### src/rtl/hazard_scheduler.sv
//==============================================================================
// Module      : hazard_scheduler
// Description : Pipeline sequencing controller for the 5-stage core.
//               - Detects load-use hazards of the ID instruction against the
//                 load in EX and inserts a single bubble.
//               - Resolves taken branches from EX by flushing IF/ID and ID/EX.
//               - Freezes the pipeline while a multi-cycle EX op (mul/div)
//                 occupies EX for MC_LATENCY cycles, then pulses mc_done.
// Ports       : clk, reset (async, active-high)
//               id_valid, id_rs1_addr, id_rs2_addr           - ID stage info
//               ex_mem_read, ex_reg_write, ex_rd_addr,
//               ex_multicycle, ex_branch_taken               - EX stage info
//               stall, pc_write, if_id_write, id_ex_hold,
//               flush                                        - pipeline control
//               mc_busy, mc_done                             - multi-cycle status
//               perf_stall_cycles                            - stall counter
// Options     : define HAZARD_PERF_EN to build the saturating stall counter;
//               otherwise perf_stall_cycles is tied to zero.
// Revision    : 1.0 - initial release
//==============================================================================
`default_nettype none

module hazard_scheduler #(
    parameter int MC_LATENCY = 4   // total EX occupancy of a multi-cycle op, 2..65535
) (
    input  logic        clk,
    input  logic        reset,
    input  logic        id_valid,
    input  logic [4:0]  id_rs1_addr,
    input  logic [4:0]  id_rs2_addr,
    input  logic        ex_mem_read,
    input  logic        ex_reg_write,
    input  logic [4:0]  ex_rd_addr,
    input  logic        ex_multicycle,
    input  logic        ex_branch_taken,
    output logic        stall,
    output logic        pc_write,
    output logic        if_id_write,
    output logic        id_ex_hold,
    output logic        flush,
    output logic        mc_busy,
    output logic        mc_done,
    output logic [31:0] perf_stall_cycles
);

    typedef enum logic [1:0] {
        S_RUN     = 2'd0,
        S_MC_WAIT = 2'd1,
        S_MC_LAST = 2'd2
    } state_t;

    // Counter preload on entry to MC_WAIT: RUN and MC_LAST each take one
    // cycle, so MC_WAIT lasts MC_LATENCY-2 cycles (count down to zero).
    localparam logic [15:0] MC_CNT_INIT = (MC_LATENCY >= 3) ? 16'(MC_LATENCY - 3) : 16'd0;

    state_t      state_q, state_d;
    logic [15:0] mc_cnt_q, mc_cnt_d;

    logic        load_use;
    logic        stall_d, pc_write_d, if_id_write_d, id_ex_hold_d, flush_d;
    logic        mc_busy_d, mc_done_d;

    assign load_use = id_valid & ex_mem_read & ex_reg_write & (ex_rd_addr != 5'd0) &
                      ((ex_rd_addr == id_rs1_addr) | (ex_rd_addr == id_rs2_addr));

    //--------------------------------------------------------------------------
    // State register
    //--------------------------------------------------------------------------
    always_ff @(posedge clk or posedge reset) begin
        if (reset) begin
            state_q  <= S_RUN;
            mc_cnt_q <= 16'd0;
        end else begin
            state_q  <= state_d;
            mc_cnt_q <= mc_cnt_d;
        end
    end

    //--------------------------------------------------------------------------
    // Next-state and control decode
    //--------------------------------------------------------------------------
    always_comb begin
        state_d       = state_q;
        mc_cnt_d      = mc_cnt_q;
        stall_d       = 1'b0;
        pc_write_d    = 1'b1;
        if_id_write_d = 1'b1;
        id_ex_hold_d  = 1'b0;
        flush_d       = 1'b0;
        mc_busy_d     = 1'b0;
        mc_done_d     = 1'b0;

        unique case (state_q)
            S_RUN: begin
                // Multi-cycle wins even over a (illegal) simultaneous branch;
                // that branch is picked up again in MC_LAST.
                if (ex_multicycle) begin
                    pc_write_d    = 1'b0;
                    if_id_write_d = 1'b0;
                    id_ex_hold_d  = 1'b1;
                    if (MC_LATENCY == 2) begin
                        state_d = S_MC_LAST;
                    end else begin
                        state_d  = S_MC_WAIT;
                        mc_cnt_d = MC_CNT_INIT;
                    end
                end else if (ex_branch_taken) begin
                    flush_d = 1'b1;
                end else if (load_use) begin
                    stall_d       = 1'b1;
                    pc_write_d    = 1'b0;
                    if_id_write_d = 1'b0;
                end
            end

            S_MC_WAIT: begin
                pc_write_d    = 1'b0;
                if_id_write_d = 1'b0;
                id_ex_hold_d  = 1'b1;
                mc_busy_d     = 1'b1;
                if (!ex_multicycle) begin
                    // Op vanished from EX: abort without a done pulse.
                    state_d = S_RUN;
                end else if (mc_cnt_q == 16'd0) begin
                    state_d = S_MC_LAST;
                end else begin
                    mc_cnt_d = mc_cnt_q - 16'd1;
                end
            end

            S_MC_LAST: begin
                mc_busy_d = 1'b1;
                mc_done_d = 1'b1;
                // ex_multicycle is still high here for the finishing op, so it
                // must not restart the sequence.
                if (ex_branch_taken) begin
                    flush_d = 1'b1;
                end
                state_d = S_RUN;
            end

            default: begin
                state_d = S_RUN;
            end
        endcase
    end

    //--------------------------------------------------------------------------
    // Outputs: reset forces a safe flush pattern without waiting for a clock
    //--------------------------------------------------------------------------
    always_comb begin
        stall       = stall_d;
        pc_write    = pc_write_d;
        if_id_write = if_id_write_d;
        id_ex_hold  = id_ex_hold_d;
        flush       = flush_d;
        mc_busy     = mc_busy_d;
        mc_done     = mc_done_d;
        if (reset) begin
            stall       = 1'b0;
            pc_write    = 1'b0;
            if_id_write = 1'b0;
            id_ex_hold  = 1'b0;
            flush       = 1'b1;
            mc_busy     = 1'b0;
            mc_done     = 1'b0;
        end
    end

`ifdef HAZARD_PERF_EN
    //--------------------------------------------------------------------------
    // Saturating count of cycles in which the PC did not advance
    //--------------------------------------------------------------------------
    logic [31:0] perf_q;

    always_ff @(posedge clk or posedge reset) begin
        if (reset) begin
            perf_q <= 32'd0;
        end else if (!pc_write_d && (perf_q != 32'hFFFF_FFFF)) begin
            perf_q <= perf_q + 32'd1;
        end
    end

    assign perf_stall_cycles = perf_q;
`else
    assign perf_stall_cycles = 32'd0;
`endif

endmodule

`default_nettype wire

### config.mk
export PLATFORM = sky130hd
export DESIGN_NAME = hazard_scheduler
export DESIGN_NICKNAME = d
export VERILOG_FILES = /design/src/rtl/hazard_scheduler.sv
export SDC_FILE = /design/constraint.sdc
export NUM_CORES = 1
export LEC_CHECK = 0
export ABC_AREA = 1
export CORE_ASPECT_RATIO = 0.75
export CORE_UTILIZATION = 27
export CTS_CLUSTER_DIAMETER = 120
export DETAILED_ROUTE_END_ITERATION = 10
export GPL_TIMING_DRIVEN = 0
export SYNTH_ARGS = -nofsm -noshare
export SYNTH_HDL_FRONTEND = slang
export SYNTH_SLANG_ARGS = --single-unit
### constraint.sdc
create_clock -name clk -period 1.5 [get_ports clk]
set_input_delay 0.225 -clock clk [delete_from_list [all_inputs] [get_ports clk]]
set_output_delay 0.225 -clock clk [all_outputs]
set_load 0.02 [all_outputs]
**Word level (Yosys, flattened, before mapping)**

Cells that the tools add are included.

- Bits of input ports: 22
- Register bits after elaboration: 18
- Logic and storage cells: 52

- Reductions and logical operators: 7
- Bitwise gates (word level): 5
- Equality and inequality tests: 8
- Multiplexer cells: 29
- Add/sub/neg operators: 1

Operators with widths:

| cell | count |
|---|---|
| $mux W16 | 3 |
| $pmux W16 S2 | 1 |
| $mux W1 | 18 |
| $logic_not A16 Y1 | 1 |
| $sub A16 B1 Y16 const B | 1 |
| $eq A5 B5 Y1 | 2 |
| $mux W2 | 3 |
| $ne A2 B2 Y1 const B | 3 |
| $pmux W1 S2 | 3 |
| $reduce_bool A5 Y1 | 1 |
| $and A1 B1 Y1 | 4 |
| $pmux W2 S2 | 1 |
| $reduce_and A4 Y1 | 1 |
| $ne A3 B3 Y1 const B | 1 |
| $eq A2 B1 Y1 const B | 1 |
| $eq A2 B2 Y1 const B | 1 |
| $logic_not A2 Y1 | 1 |
| $reduce_and A2 Y1 | 1 |
| $reduce_bool A2 Y1 | 1 |
| $reduce_or A2 Y1 | 1 |
| $or A1 B1 Y1 | 1 |

**Longest topological paths before layout**

Gate-level depths: netlist (run 1).

- Word-level depth: 9
- Gate-level depth with buffers: 10

**Least setup slack after synthesis (run 1)**

OpenSTA, ideal clock, no wires.

- Path type: register to output
- Start point: reg state_q[1]
- End point: out pc_write
- Cell stages (with the launch flop): 8
- Slack: 4 ps
- Buffers on the path: 2
- Data arrival time: 1,271 ps
- Cell sequence: dfrtp_1 inv_1 ha_1 buf_2 nor2_1 nand2_1 nand2_1 buf_4

- Longest elaborated chain between the ends: 3
- Elaborated cells between the ends (all ways): 4

RTL lines:

| item | line | RTL |
|---|---|---|
| start: declaration | 56 | `state_t state_q, state_d;` |
| start signal: assignment | 74 | `state_q <= state_d;` |
| $eq A2 B1 Y1 / $logic_not A2 Y1 (equally long branches) | n/a |  |
| $pmux W1 S2 (*) | n/a |  |
| $mux W1 (*) | n/a |  |
| end: declaration | 37 | `output logic pc_write,` |

Every way passes the cells marked *; elsewhere a longest branch is shown, timed or not.

**Final worst setup path (run 1)**

- Start point: reg state_q[1]
- End point: out pc_write

- Longest elaborated chain between the ends: 3
- Elaborated cells between the ends (all ways): 4

RTL lines:

| item | line | RTL |
|---|---|---|
| $eq A2 B1 Y1 / $logic_not A2 Y1 (equally long branches) | 93 | `unique case (state_q)` |
| $pmux W1 S2 (*) | 93 |  |
| $mux W1 (*) | 159 | `if (reset) begin` |

Marks and branches as above.

==> impl_metrics.json, run 1 <==
{
  "outcome": "finished, violations left",
  "violations": "setup timing",
  "syn_area_per_cell_um2": 6.382,
  "synth.distinct_cells": 24,
  "tightest_slew_ns": 0.5471,
  "ys_seq_elements": 18,
  "pin_count": 61,
  "wl_um": 4172,
  "criticalPathCategory": "register to output port",
  "ctsHoldBuffers": 0,
  "r2r-start": "state_q[1]",
  "synth.cell_area_um2": 1768,
  "synth_top_cell_by_area": "dfrtp_1",
  "p_leak_nw": 1.403,
  "p_seq_share_pct": 20.8,
  "finalHoldViolations": 0,
  "ff2ff_path_depth": 9,
  "nets": 382,
  "synthCells": 277,
  "crit_arrival_ns": 1.44,
  "vias_per_cell": 3.931,
  "worstHoldPathType": "input port to async pin",
  "min_period_over_period_pct": 111.2,
  "worst-path-max-fanout": 3,
  "crit_slowest_cell": "dfrtp_1",
  "path_delay_family": "flip-flops",
  "diodes": 0,
  "die_w_um": 95.44,
  "insertion_delay_ns": 0.26,
  "h-tree-depth": 1,
  "timing.rr.end": "mc_cnt_q[9]",
  "slowest_delay_ns": 0.39,
  "power.share.combinational_pct": 71.5,
  "fp.dieArea_um2": 6879,
  "dr.pass1.iters": 4,
  "rsz0062_at_grt": "yes",
  "floorplan.die.height_um": 72.08,
  "yosysWarnings": 0,
  "grt_pass1_wl_um": 7010,
  "cts_max_path_buffers": 2,
  "path_cells": "inv_2 -> ha_2 -> buf_6 -> nor2_4 -> nand2_2 -> nand2_2 -> buf_4 -> buf_6",
  "cap_viol_max_count": 0,
  "path_clk_slew_ns": 0.07,
  "gp_congestion": 0.7936,
  "cts_tree": "built",
  "holdWs_ns": 0.3191,
  "area_delta_synth_final_pct": 41.05,
  "crit_buf_inv": 4,
  "grt_usage_pct": 12.80,
  "final_util_pct": 39.47,
  "worst-r2r-setup-slack_ns": -0.02,
  "synth_edf_count": 0,
  "clockPowerShare_pct": 7.8,
  "setup_viol": 21,
  "rows": 25,
  "grt_max_degree": 11,
  "ys_seq_area_share_pct": 25.48,
  "wire_per_inst_um": 9.613,
  "cts_root_buf": "clkbuf_8",
  "fin_crit_ns": 1.669,
  "async_flop_share_pct": 100.0,
  "clock_sinks": 18,
  "portBuffers": 28,
  "coreArea_um2": 6319,
  "drive_gt1_share_pct": 26.91,
  "vias": 1706,
  "gr-total-overflow": 0,
  "synth.most_common_cell": "nand2_1",
  "antenna_found_initial": 0,
  "start_util_pct": 27.98,
  "required_ns": 1.27,
  "relSlewSlack_pct": 63.33,
  "synth.top_cell.area_share_pct": 25.48,
  "drtIter0Drc": 85,
  "cp-start-kind": "register",
  "finClkSkew_ns": 0.003552,
  "p_int_mw": 2.190,
  "yosys-top-cells-area": "dfrtp_1, nand2_1, buf_4",
  "num-fill-cells": 678,
  "synth_top_cells_by_count": "nand2_1, nor2_1, inv_1",
  "cp-end-kind": "output port",
  "route.detailed.drc": 0,
  "sw_frac_of_total_pct": 51.20,
  "cts_made_buffers": 3,
  "fin_ws_ns": -0.1686,
  "finalMaxSlewViolations": 0,
  "synth_ff_type": "dfrtp_1",
  "dp_hpwl_um": 3060,
  "grt_pass1_vias": 1533,
  "power.switching_mw": 2.297,
  "ant_nets": 0,
  "ir_drop_uv": 978.9,
  "fmax_mhz": 599.3,
  "power_density_nw_per_um2": 1799
}
## how the worst max path moves through the flow
stage,start,to,slack [ns],depth (start not counted)
floorplan,state_q[1],pc_write,0.004,7
global placement,reset,pc_write,-1.07,6
detailed placement,reset,pc_write,-1.10,6
CTS,state_q[1],pc_write,-0.16,8
global route,state_q[0],pc_write,-0.23,8
finish,state_q[1],pc_write,-0.17,8
## worst reg2reg max path: stages, from the launching register on
cell and delay (ns):
dfrtp_1 0.41, inv_2 0.09, ha_2 0.17, buf_6 0.11
buf_4 0.14, nand3_2 0.10, nand2_4 0.15, buf_8 0.16
nand2_1 0.07, o21ai_2 0.05
## power by group through the flow
stage | Clock, mW | Sequential (mW) | Combinational [mW]
after floorplan | 0 | 0.868 | 2.19
after CTS | 0.356 | 0.926 | 3.05
final | 0.349 | 0.931 | 3.21
after detailed placement | 0 | 0.929 | 2.73
after global placement | 0 | 0.924 | 2.71
after global routing | 0.374 | 0.965 | 3.62
## cell usage in the layout (no fill, tap or decap), types with 3 or more instances in the layout
cell and count:
inv_2 6, dlygate4sd2_1 15, buf_4 46, dfrtp_1 18, nor2_1 35, o21ai_2 6, xor2_1 4, clkbuf_8 3
nor2_4 5, o21ai_1 5, xnor2_1 3, clkdlybuf4s50_1 4, buf_6 6, nand4_1 3, nand3_1 21, nand2_1 82
nand3_2 3, conb_1 32, inv_1 30, nand2_2 4
## cell families after synthesis
kind of cell	Yosys count	synth area share (%)
flip-flops	18	25.48
buffers and inverters	74	24.34
AO/OA/AOI/OAI	14	5.024
other	1	0.2121
AND/OR/NAND/NOR	158	37.93
adder cells (fa/ha/maj)	5	3.539
XOR/XNOR	7	3.468
## registers in the layout, summed over array words and instances, names as in the netlist
| signal | flops |
|---|---|
| mc_cnt_q | 16 |
| state_q | 2 |
## what timing repair did
item | CTS | global route
endpoints found under the hold margin | 0 | 0
pin swaps | 19 | 7
gates resized for setup | 72 | 17
endpoints found under the setup margin | 24 | 25
setup buffers | 11 | 2
gates cloned | 1 | 0
## per-stage QoR
step | setup TNS [ns] | cell area, um^2 | instances | total power [mW] | worst slack (ns)
after floorplan | 0 | 1884 | 308 | 3.054 | 0.003931
after global placement | -5.842 | 2266 | 417 | 3.637 | -1.072
after detailed placement | -5.982 | 2266 | 417 | 3.655 | -1.097
after CTS | -0.5808 | 2430 | 432 | 4.334 | -0.1627
after global routing | -2.643 | 2494 | 434 | 4.963 | -0.2340
final | -0.7829 | 2494 | 434 | 4.487 | -0.1686
## per-layer routing
layer	wire length (um)	vias to the layer above	share of wire (%)	track usage, %
met5	0	-	0	0
met4	10	0	0.24	0.9950
met3	178	2	4.3	2.201
met2	1965	31	47	21.51
met1	2017	742	48	17.94
li1	-	931	-	-
## area by class of cell
class	count	area, um^2	share of cell area [%]
repair inverters	1	5.005	0.2007
flip-flops and latches	18	450.4	18.06
multi-input cells	216	1084	43.45
well taps	81	101.3	4.064
clock buffers	3	41.29	1.656
repair buffers	41	370.4	14.85
inverters	37	142.6	5.720
plain buffers	37	299.0	11.99
No activity file was read; power rests on OpenSTA's default activity.
==> inputs of run 2 (changes only) <==
--- a/config.mk
+++ b/config.mk
@@ -6,7 +6,7 @@
 export NUM_CORES = 1
 export LEC_CHECK = 0
 export ABC_AREA = 1
-export CORE_ASPECT_RATIO = 0.75
+export CORE_ASPECT_RATIO = 0.6
 export CORE_UTILIZATION = 27
 export CTS_CLUSTER_DIAMETER = 120
 export DETAILED_ROUTE_END_ITERATION = 10
==> impl_metrics.json, run 2 (synthesis gave the netlist of run 1 again) <==
{
  "coreArea_um2": 6221,
  "final_area_um2": 2660,
  "rows": 22,
  "largestRegisters": "mc_cnt_q: 16 flops, state_q: 2 flops",
  "die_w_um": 106.5,
  "cts_max_path_buffers": 2,
  "regMostFlops": "mc_cnt_q",
  "ctsHoldBuffers": 0,
  "violations": "setup timing",
  "setup_viol": 21,
  "num-fill-cells": 645,
  "fmax_mhz": 600.4,
  "worst-path-max-fanout": 2,
  "final_util_pct": 42.76,
  "p_leak_nw": 1.498,
  "dp_hpwl_um": 3394,
  "ir_drop_uv": 981.4,
  "floorplan.die.height_um": 64.68,
  "route.detailed.drc": 0,
  "sw_frac_of_total_pct": 51.41,
  "drive_gt1_share_pct": 34.83,
  "vias_per_cell": 3.955,
  "cts_tree": "built",
  "grt_pass1_wl_um": 7341,
  "most-common-layout-cells": "nand2_1, buf_4, conb_1",
  "holdWs_ns": 0.3373,
  "fin_crit_ns": 1.666,
  "crit_arrival_ns": 1.44,
  "finalHoldViolations": 0,
  "diodes": 0,
  "clockPowerShare_pct": 8.2,
  "start_util_pct": 28.42,
  "grt_max_degree": 11,
  "nets": 384,
  "cts_root_buf": "clkbuf_8",
  "power.share.combinational_pct": 71.6,
  "gr-total-overflow": 0,
  "vias": 1740,
  "pin_count": 61,
  "tightest_slew_ns": 0.5635,
  "min_period_over_period_pct": 111.0,
  "gp_congestion": 0.7842,
  "h-tree-depth": 1,
  "ant_nets": 0,
  "dpl_cell_area_um2": 2270,
  "outcome": "finished, violations left",
  "cp-end-kind": "output port",
  "area_delta_synth_final_pct": 50.46,
  "p_int_mw": 2.445,
  "wl_um": 4758,
  "largest_register_ffs": 16,
  "clock_sinks": 18,
  "power.switching_mw": 2.587,
  "fp.dieArea_um2": 6886,
  "finalMaxSlewViolations": 0,
  "insertion_delay_ns": 0.26,
  "final_cells": 440,
  "crit_slowest_cell": "clkdlybuf4s50_1",
  "grt_usage_pct": 13.76,
  "p_seq_share_pct": 20.1,
  "drtIter0Drc": 118,
  "path_cells": "clkdlybuf4s50_1 -> nor2_1 -> nand4_1 -> inv_1 -> nand2_2 -> nand2_1 -> nand2_2 -> buf_6 -> buf_6",
  "rsz0062_at_grt": "yes",
  "dr.pass1.iters": 4,
  "slowest_delay_ns": 0.49,
  "cap_viol_max_count": 0,
  "portBuffers": 28,
  "cts_made_buffers": 3,
  "layout_commonest_cell": "nand2_1",
  "dp.cells": 420,
  "criticalPathCategory": "input port to output port",
  "power_density_nw_per_um2": 1891,
  "fin_ws_ns": -0.1655,
  "required_ns": 1.27,
  "wire_per_inst_um": 10.81,
  "grt_pass1_vias": 1452,
  "antenna_found_initial": 0,
  "worstHoldPathType": "input port to async pin",
  "path_clk_slew_ns": 0.08,
  "finClkSkew_ns": 0.005196,
  "relSlewSlack_pct": 62.23,
  "cp-start-kind": "input port"
}
[run 2: repair_timing]
action	CTS	global route
setup buffers	7	6
gates resized for setup	70	54
cloned	1	2
pin swaps	10	15
endpoints found under the setup margin	25	25
[run 2: layout make-up]
class / instances / area (um^2) / area share [%]
plain buffers: 37 / 302.8 / 11.38
inverters: 37 / 145.1 / 5.456
multi-input cells: 216 / 1187 / 44.64
clock buffers: 4 / 55.05 / 2.070
repair buffers: 43 / 407.9 / 15.33
well taps: 84 / 105.1 / 3.951
flip-flops and latches: 18 / 451.7 / 16.98
repair inverters: 1 / 5.005 / 0.1881
[run 2: worst max-delay path: cells and delay by family]
kind                   cells  cell delay [ns]
and+or+nand+nor            5             0.43
buffers and inverters      4             0.79
[run 2: through the flow]
| stage | total power, mW | setup TNS, ns | setup slack [ns] |
|---|---|---|---|
| 5_1_grt | 5.466 | -3.617 | -0.2436 |
| 3_3_place_gp | 3.669 | -6.135 | -1.078 |
| 3_5_place_dp | 3.698 | -6.917 | -1.081 |
| 4_1_cts | 4.337 | -0.9442 | -0.1639 |
| 2_1_floorplan | 3.054 | 0 | 0.003931 |
| 6_report | 5.031 | -1.862 | -0.1655 |
[run 2: final timing paths]
| check | from | endpoint | slack, ns | cells past startpoint |
|---|---|---|---|---|
| max | ex_branch_taken | pc_write | -0.17 | 9 |
| min | reset | mc_cnt_q[14] | 0.34 | 2 |
| max reg2reg | state_q[1] | mc_cnt_q[11] | -0.11 | 10 |
| min reg2reg | state_q[0] | state_q[0] | 0.54 | 2 |
| max in group asynchronous | reset | mc_cnt_q[10] | 0.84 | 2 |
| min in group clk | ex_multicycle | state_q[0] | 0.47 | 3 |
[run 2: layer usage]
metal  track usage, %  share of wire [%]  vias up  routed length [um]
met5                0                  0        -                   0
met4            2.568               0.53        0                  25
met3            3.018                4.8        2                 228
met2            18.91                 43       37                2024
met1            21.42                 52      765                2479
li1                 -                  -      936                   -
[run 2: power by group through the flow]
stage / clock network (mW) / logic [mW] / registers (mW)
4_1_cts: 0.425 / 2.98 / 0.931
3_5_place_dp: 0 / 2.77 / 0.930
6_report: 0.415 / 3.60 / 1.01
5_1_grt: 0.445 / 3.97 / 1.05
3_3_place_gp: 0 / 2.74 / 0.927
2_1_floorplan: 0 / 2.19 / 0.868
